## src/rtl/instr_encoder.sv

```systemverilog
// Instruction encoder and program loader: buffers mnemonic-level requests in a
// small FIFO and writes encoded 9-bit words to consecutive memory addresses.
module instr_encoder #(
   parameter int PC_W   = 8,
   parameter int FIFO_D = 4
) (
   input  logic            clk,
   input  logic            reset_n,
   input  logic            start,
   input  logic            in_valid,
   output logic            in_ready,
   input  logic [3:0]      in_mn,
   input  logic [1:0]      in_ra,
   input  logic [1:0]      in_rb,
   input  logic [5:0]      in_imm,
   output logic            imem_we,
   output logic [PC_W-1:0] imem_addr,
   output logic [8:0]      imem_wdata,
   output logic [PC_W:0]   instr_count,
   output logic            done,
   output logic            err_illegal,
   output logic            err_range
);

   localparam int AW = $clog2(FIFO_D);
   localparam logic [AW:0]     PTR_ONE  = (AW+1)'(1);
   localparam logic [PC_W-1:0] ADDR_ONE = PC_W'(1);
   localparam logic [PC_W:0]   CNT_ONE  = (PC_W+1)'(1);
   localparam logic [PC_W-1:0] ADDR_MAX = {PC_W{1'b1}};

   localparam logic [3:0] MN_LD    = 4'd8;
   localparam logic [3:0] MN_STR   = 4'd9;
   localparam logic [3:0] MN_ADDI  = 4'd10;
   localparam logic [3:0] MN_SHIFT = 4'd11;
   localparam logic [3:0] MN_JUMP  = 4'd12;
   localparam logic [3:0] MN_BEQ   = 4'd13;

   typedef struct packed {
      logic [3:0] mn;
      logic [1:0] ra;
      logic [1:0] rb;
      logic [5:0] imm;
   } req_t;

   req_t        fifo_mem [FIFO_D];
   logic [AW:0] wr_ptr;
   logic [AW:0] rd_ptr;
   logic        fifo_empty;
   logic        fifo_full;
   logic        push;
   logic        pop;
   logic        last_wr;
   req_t        head;
   logic [8:0]  enc_word;
   logic        enc_ill;
   logic        enc_rng;

   // Pointers carry one extra wrap bit so full and empty are distinguishable.
   assign fifo_empty = (wr_ptr == rd_ptr);
   assign fifo_full  = (wr_ptr[AW] != rd_ptr[AW]) &&
                       (wr_ptr[AW-1:0] == rd_ptr[AW-1:0]);

   assign in_ready = !fifo_full && !done && !start;
   assign push     = in_valid && in_ready;

   // The final word is still on the bus: popping now would wrap the address.
   assign last_wr  = imem_we && (imem_addr == ADDR_MAX);
   assign pop      = !fifo_empty && !done && !last_wr && !start;

   assign head = fifo_mem[rd_ptr[AW-1:0]];

   // NOTE: every output of this block gets a default first, so no path infers a latch.
   always_comb begin
      enc_word = '0;
      enc_ill  = 1'b0;
      enc_rng  = 1'b0;
      case (head.mn)
         4'd0, 4'd1, 4'd2, 4'd3, 4'd4, 4'd5, 4'd6, 4'd7:
            enc_word = {2'b00, head.mn[2], head.mn[1:0], head.ra, head.rb};
         MN_LD: begin
            enc_word = {3'b010, head.ra, head.imm[3:0]};
            enc_rng  = |head.imm[5:4];
         end
         MN_STR: begin
            enc_word = {3'b011, head.ra, head.imm[3:0]};
            enc_rng  = |head.imm[5:4];
         end
         MN_ADDI: begin
            enc_word = {3'b100, head.ra, head.imm[3:0]};
            enc_rng  = |head.imm[5:4];
         end
         MN_SHIFT: begin
            enc_word = {3'b101, head.ra, head.imm[3:0]};
            enc_rng  = |head.imm[5:4];
         end
         MN_JUMP: enc_word = {3'b110, head.imm};
         MN_BEQ:  enc_word = {3'b111, head.imm};
         default: enc_ill  = 1'b1;
      endcase
   end

   // NOTE: FIFO storage has no reset; the pointers alone define which entries are valid.
   always_ff @(posedge clk) begin
      if (push) fifo_mem[wr_ptr[AW-1:0]] <= '{mn: in_mn, ra: in_ra, rb: in_rb, imm: in_imm};
   end

   // NOTE: all state below updates with non-blocking assignments so every flop
   // samples the pre-edge values of its neighbours.
   always_ff @(posedge clk or negedge reset_n) begin
      if (!reset_n) begin
         wr_ptr      <= '0;
         rd_ptr      <= '0;
         imem_we     <= 1'b0;
         imem_addr   <= '0;
         imem_wdata  <= '0;
         instr_count <= '0;
         done        <= 1'b0;
         err_illegal <= 1'b0;
         err_range   <= 1'b0;
      end else if (start) begin
         wr_ptr      <= '0;
         rd_ptr      <= '0;
         imem_we     <= 1'b0;
         imem_addr   <= '0;
         imem_wdata  <= '0;
         instr_count <= '0;
         done        <= 1'b0;
         err_illegal <= 1'b0;
         err_range   <= 1'b0;
      end else begin
         if (push) wr_ptr <= wr_ptr + PTR_ONE;
         if (pop)  rd_ptr <= rd_ptr + PTR_ONE;

         imem_we <= 1'b0;
         if (imem_we) begin
            instr_count <= instr_count + CNT_ONE;
            if (!last_wr) imem_addr <= imem_addr + ADDR_ONE;
         end
         if (last_wr) done <= 1'b1;

         if (pop) begin
            if (enc_ill) begin
               err_illegal <= 1'b1;
            end else if (enc_rng) begin
               err_range <= 1'b1;
            end else begin
               imem_we    <= 1'b1;
               imem_wdata <= enc_word;
            end
         end
      end
   end

endmodule

```

## config.mk

```make
export PLATFORM = sky130hd
export DESIGN_NAME = instr_encoder
export DESIGN_NICKNAME = d
export VERILOG_FILES = /design/src/rtl/instr_encoder.sv
export SDC_FILE = /design/constraint.sdc
export NUM_CORES = 1
export LEC_CHECK = 0
export ABC_AREA = 1
export BUFFER_PORTS_ARGS = -buffer_cell sky130_fd_sc_hd__buf_2
export CELL_PAD_IN_SITES_DETAIL_PLACEMENT = 0
export CELL_PAD_IN_SITES_GLOBAL_PLACEMENT = 2
export CORE_ASPECT_RATIO = 0.5
export CORE_MARGIN = 8
export CORE_UTILIZATION = 36
export CTS_BUF_LIST = sky130_fd_sc_hd__clkbuf_16
export CTS_CLUSTER_DIAMETER = 60
export DETAILED_ROUTE_END_ITERATION = 16
export HOLD_SLACK_MARGIN = 0.02
export PLACE_DENSITY_LB_ADDON = 0.1
export SYNTH_ARGS = -nofsm -noshare
export SYNTH_HDL_FRONTEND = slang
export SYNTH_SLANG_ARGS = --single-unit
```

## constraint.sdc

```tcl
create_clock -name clk -period 2.65 [get_ports clk]
set_clock_uncertainty 0.05 [all_clocks]
set_input_delay 0.53 -clock clk [delete_from_list [all_inputs] [get_ports clk]]
set_output_delay 0.53 -clock clk [all_outputs]
set_load 0.02 [all_outputs]
```

---- Yosys cells after proc, flatten, opt, wreduce, memory -nomap -nowiden ----
Memories as Yosys holds them, arrays and structs flattened.
Index checks and enable logic that the tools add are counted.
storage, ports and cells
  word-level logic and storage cells ...... 92
  output and inout bits ................... 31
  flip-flop bits (word level) ............. 36
  bits in writable memories ............... 56
  memories ................................ 1
  input bits .............................. 18
memory list
  name      words  bits a word  read ports  clocked after memory_dff  wr ports  RTL line  text
  fifo_mem  4      14           1           0                         1         45        req_t fifo_mem [FIFO_D];
cells by class
  mux-type cells .......................... 30
  add/subtract/negate cells ............... 4
  equality and inequality tests ........... 20
  reduce and logical (&&, ||, !) cells .... 28
operators with widths
  cell                                            number
  case mux 9 bit (7 select lines)                 1
  2-to-1 mux 9 bit                                6
  == test 4 bit (second input constant)           6
  2-to-1 mux 8 bit                                3
  == test 4 x 3 -> 1 bit (second input constant)  4
  2-to-1 mux 1 bit                                16
  OR reduction 14 bit                             1
  2-to-1 mux 3 bit                                4
  nonzero test 2 bit                              6
  adder 9 x 1 -> 9 bit (second input constant)    1
  adder 8 x 1 -> 8 bit (second input constant)    1
  == test 4 x 2 -> 1 bit (second input constant)  2
  == test 8 bit (second input constant)           1
  logical AND 1 bit                               8
  OR reduction 8 bit                              1
  adder 3 x 1 -> 3 bit (second input constant)    2
  AND reduction 3 bit                             2
  logical NOT 1 bit                               5
  == test 4 x 1 -> 1 bit (second input constant)  1
  logical NOT 4 bit                               1
  inequality test 2 bit (second input constant)   2
  AND reduction 2 bit                             2
  OR reduction 4 bit                              1
  == test 3 bit                                   1
  other kinds (4)                                 4

---- Depth between registers and ports, before layout ----
  depth after elaboration ................. 8
  mapped depth ............................ 12
  mapped depth without buffers ............ 11

---- Worst setup path after synthesis ----
Ideal clock, no wire load.
  path kind ............................... reg2reg
  from .................................... reg rd_ptr[0]
  to ...................................... mem fifo_mem[0][0] (netlist name) (enable)
  setup slack ............................. 604 ps
  required time ........................... 2215 ps
  stages on the path, launching flop included .. 7
  arrival ................................. 1611 ps
  buffers on the path ..................... 1
  clock period less this slack ............ 2046 ps
  cell sequence ........................... dfrtp_1 > buf_4 > nand2_1 > nand2_1 > nand3_1 > nand4_1 > nor2_1
on the way
  longest elaborated chain between the ends .. 8
ends and longest elaborated chain
  element                                 RTL line  text
  from (decl)                             47        logic [AW:0] rd_ptr;
  from (signal assigned)                  132       if (pop) rd_ptr <= rd_ptr + PTR_ONE;
  == test 2 bit                           61        (wr_ptr[AW-1:0] == rd_ptr[AW-1:0]);
  logical AND 1 bit                       60        assign fifo_full = (wr_ptr[AW] != rd_ptr[AW]) &&
  logical NOT 1 bit                       63        assign in_ready = !fifo_full && !done && !start;
  logical AND 1 bit (2 in series)         63
  logical AND 1 bit                       64        assign push = in_valid && in_ready;
  2-to-1 mux 1 bit                        104       if (push) fifo_mem[wr_ptr[AW-1:0]] <= '{mn: in_mn, ra: in_ra, rb: in_rb, imm: in_imm};
  2-to-1 mux 1 bit (implied by the code)  104
  to (decl)                               45
Every way passes these cells.

---- Worst setup path in the final report ----
  from .................................... reg rd_ptr[0]
  to ...................................... out in_ready
on the way
  longest elaborated chain between the ends .. 5
ends and longest elaborated chain
  element                          RTL line  text
  == test 2 bit                    61
  logical AND 1 bit                60
  logical NOT 1 bit                63
  logical AND 1 bit (2 in series)  63
  to (decl)                        11        output logic in_ready,
Every way passes these cells.

==> flow_metrics.py <==
metrics = {
    "clocking": {
        "number_of_post_cts_setup_repair_buffers": 0,
        "clock-sinks": 92,
        "clock_insertion_delay_worst_skew_ns": 0.34,
        "max-clock-path-buffers": 2,
        "clk_root_buffer_cell": "sky130_fd_sc_hd__clkbuf_16",
        "cts_tree": "yes",
        "h-tree-depth": 3,
        "cts_resized": 0,
        "cts_hold_repair.buffers": 0,
        "reg_clk_slew_reported_paths_ns": 0.07,
        "cts_inserted_buffers": 9,
    },
    "timing": {
        "max_slew.worst_pin.slew_ns": 0.856,
        "hold_violations": 0,
        "min_period_over_period_pct": 77.4,
        "setup_repair_after_global_routing_missed_its_margin": "false",
        "finalWorstPathRequiredPeriod_ns": 2.05,
        "final_max_slew_viol_count": 0,
        "finalWorstSetupSlack_ns": 0.599,
        "fmaxAchievable_ghz": 0.488,
        "slew_headroom_pct": 42.9,
        "timing.setup.tns_ns": 0,
        "timing.final.setup_violations": 0,
    },
    "critical_path": {
        "end_kind": "primary output",
        "category_of_cells_accounting_for_the_largest_share_of_critical_path_delay": "flip-flops",
        "slowest_delay_ns": 0.43,
        "timing.critical_path.slowest_stage_cell": "sky130_fd_sc_hd__dfrtp_1",
        "worst-endpoint-arrival_ns": 1.47,
        "timing.setup.critical_path_class": "flip-flop to primary output",
        "crit_chain": "inv_2 > nand2_1 > nand2_1 > nand3_1 > nand3_1 > inv_1 > buf_2",
        "start_kind": "flip-flop",
        "worst-endpoint-required_ns": 2.07,
        "max_fanout_on_critical_path": 11,
        "crit_buf_inv": 3,
    },
    "route": {
        "routed-via-count": 3124,
        "dr.pass1.iters": 4,
        "postRouteAntennaNets": 0,
        "detail_route.wl_per_cell_um": 14.9,
        "routed_wirelength_um": 10000,
        "via_per_inst": 4.66,
        "drt_drc_violations_left": 0,
        "drtIter0Drc": 191,
    },
    "global_route": {
        "grt_pass1_wl_um": 17000,
        "first_global_vias": 3096,
        "gr-total-overflow": 0,
        "grt_max_degree": 37,
        "antenna_found_initial": 0,
        "grtUsageTotal_pct": 13.8,
    },
    "layout": {
        "layout.cells.non_filler": 670,
        "fillerInstances": 1185,
        "finalNetCount": 526,
        "layout.cells.most_common_list": "sky130_fd_sc_hd__nand2_1 (140), sky130_fd_sc_hd__edfxtp_1 (56), sky130_fd_sc_hd__buf_2 (48), sky130_fd_sc_hd__nand3_1 (45), sky130_fd_sc_hd__inv_1 (42)",
        "final_common_cell": "sky130_fd_sc_hd__nand2_1",
        "post_route_cells_drive_above_1_share_pct": 15.8,
        "antenna_cells": 0,
        "synthToLayoutAreaGrowth_pct": 16.7,
    },
    "power": {
        "power_leakage_nw": 2.27,
        "pwr_cell_area_mw_per_mm2": 895,
        "ir_drop_uv": 317,
    },
    "job": {
        "maxCapViolations": 0,
    },
    "die": {
        "top_level_ports": 49,
        "initial_utilization_pct": 36.2,
        "core_area_sq_mm": 0.0116,
        "floorplan.die.width_um": 169,
        "design.die.area_sq_mm": 0.0156,
        "die_h_um": 92.4,
        "rows": 28,
    },
    "synthesis": {
        "post_synth.cell_area_avg_sq_um": 9.41,
        "syn_nets": 471,
        "postSynthRegisterBits": 92,
        "synth_cell_types": 26,
        "synth.yosys.seq_area_share_pct": 61.5,
        "ys_warn_count": 0,
        "netlist_instances": 446,
        "netlist_area_sq_mm": 0.00420,
    },
    "placed_design": {
        "placed_cells_incl_taps": 655,
        "buffer_ports.inserted": 48,
        "gp_congestion": 0.752,
        "place_hpwl_um": 7240,
        "dp_slack_ns": 0.726,
    },
    "outcome": {
        "status": "complete, no violations",
    },
    "worst_hold_path": {
        "worst_min_delay_path_category": "primary input to asynchronous set/reset pin",
    },
}
==> stage by stage <==
step                area (sq um)  power, mW  hold WS, ns  util [%]
floorplan                   4200       2.83        0.184         -
global placement            4630       3.26        0.435      40.0
detailed placement          4630       3.26        0.441      40.0
CTS                         4900       4.45        0.271      42.3
global route                4900       4.73        0.325      42.3
finish                      4900       4.38        0.245      42.3
==> sequential cells by signal, indices dropped and copies added, names as in the netlist <==
signal / cells
fifo_mem: 56
imem_wdata: 9
instr_count: 9
imem_addr: 8
rd_ptr: 3
wr_ptr: 3
done: 1
err_illegal: 1
err_range: 1
imem_we: 1
==> final timing paths <==
path	from	depth (start not counted)	slack (ns)	endpoint
max in group asynchronous	reset_n	1	1.75	rd_ptr[1]$_DFFE_PN0P_
max reg2reg	imem_addr[1]$_DFFE_PN0P_	8	0.71	imem_addr[3]$_DFFE_PN0P_
max	rd_ptr[0]$_DFFE_PN0P_	7	0.60	in_ready
min	reset_n	1	0.25	imem_addr[3]$_DFFE_PN0P_
min in group clk	in_rb[0]	1	0.35	fifo_mem[3][6]$_DFFE_PP_
min reg2reg	instr_count[7]$_DFFE_PN0P_	1	0.45	instr_count[7]$_DFFE_PN0P_
==> Yosys cell counts <==
cell / n / area share (%)
sky130_fd_sc_hd__clkinv_1: 1 / 0.089
sky130_fd_sc_hd__ha_1: 7 / 2.1
sky130_fd_sc_hd__buf_4: 2 / 0.36
sky130_fd_sc_hd__inv_1: 42 / 3.8
sky130_fd_sc_hd__nand2_1: 140 / 13
sky130_fd_sc_hd__xor2_1: 2 / 0.42
sky130_fd_sc_hd__nand4_1: 6 / 0.89
sky130_fd_sc_hd__o21bai_1: 1 / 0.18
sky130_fd_sc_hd__o22ai_1: 5 / 0.74
sky130_fd_sc_hd__buf_6: 2 / 0.54
sky130_fd_sc_hd__nand3_2: 1 / 0.24
sky130_fd_sc_hd__o211ai_1: 1 / 0.18
sky130_fd_sc_hd__dfrtp_1: 36 / 21
sky130_fd_sc_hd__a21oi_1: 14 / 1.7
sky130_fd_sc_hd__nor2_1: 36 / 3.2
sky130_fd_sc_hd__inv_2: 2 / 0.18
sky130_fd_sc_hd__clkbuf_1: 3 / 0.27
sky130_fd_sc_hd__buf_2: 6 / 0.72
sky130_fd_sc_hd__a22oi_1: 1 / 0.18
sky130_fd_sc_hd__o21ai_0: 26 / 3.1
sky130_fd_sc_hd__nand3b_1: 2 / 0.36
sky130_fd_sc_hd__nor2_4: 2 / 0.54
sky130_fd_sc_hd__edfxtp_1: 56 / 40
sky130_fd_sc_hd__nand2_2: 3 / 0.45
sky130_fd_sc_hd__nand3_1: 45 / 5.4
sky130_fd_sc_hd__nor3_1: 4 / 0.48
==> layer usage <==
layer  share of wire (%)  wire [um]  global-route usage, %  up-vias
li1                    -          -                      -     1589
met1                  58       5840                   21.4     1484
met2                  37       3680                   18.5       44
met3                 3.8        385                   3.65        7
met4                0.99         99                   3.32        0
met5                   0          0                      0        -
==> where the power goes <==
part           switching, mW  internal (mW)
clock                  0.538          0.631
sequential            0.0989           1.66
combinational           1.02          0.431
total                   1.66           2.73
==> final cells by class <==
| cell class | count | area, sq um | share of cell area (%) |
|---|---|---|---|
| clock buffer | 9 | 225 | 4.60 |
| inverter | 45 | 169 | 3.45 |
| tap | 165 | 206 | 4.21 |
| clock inverter | 6 | 40.0 | 0.817 |
| sequential | 92 | 2580 | 52.7 |
| multi-input combinational | 296 | 1370 | 27.9 |
| timing repair buffer | 57 | 308 | 6.28 |
==> worst reg2reg max path, delay by kind of cell (launching register included) <==
kind,cells,cell delay [ns]
simple gates,6,0.91
flops,1,0.41
fa+ha+maj,1,0.26
compound gates,1,0.20
==> kinds of logic after synthesis <==
kind of cell / after synthesis / share of synthesized area [%]
compound gates: 48 / 6.05
xor+xnor: 2 / 0.417
flops: 92 / 61.5
fa+ha+maj: 7 / 2.09
buf+inv: 58 / 5.90
simple gates: 239 / 24.0
No activity file was read; power rests on OpenSTA's default activity.
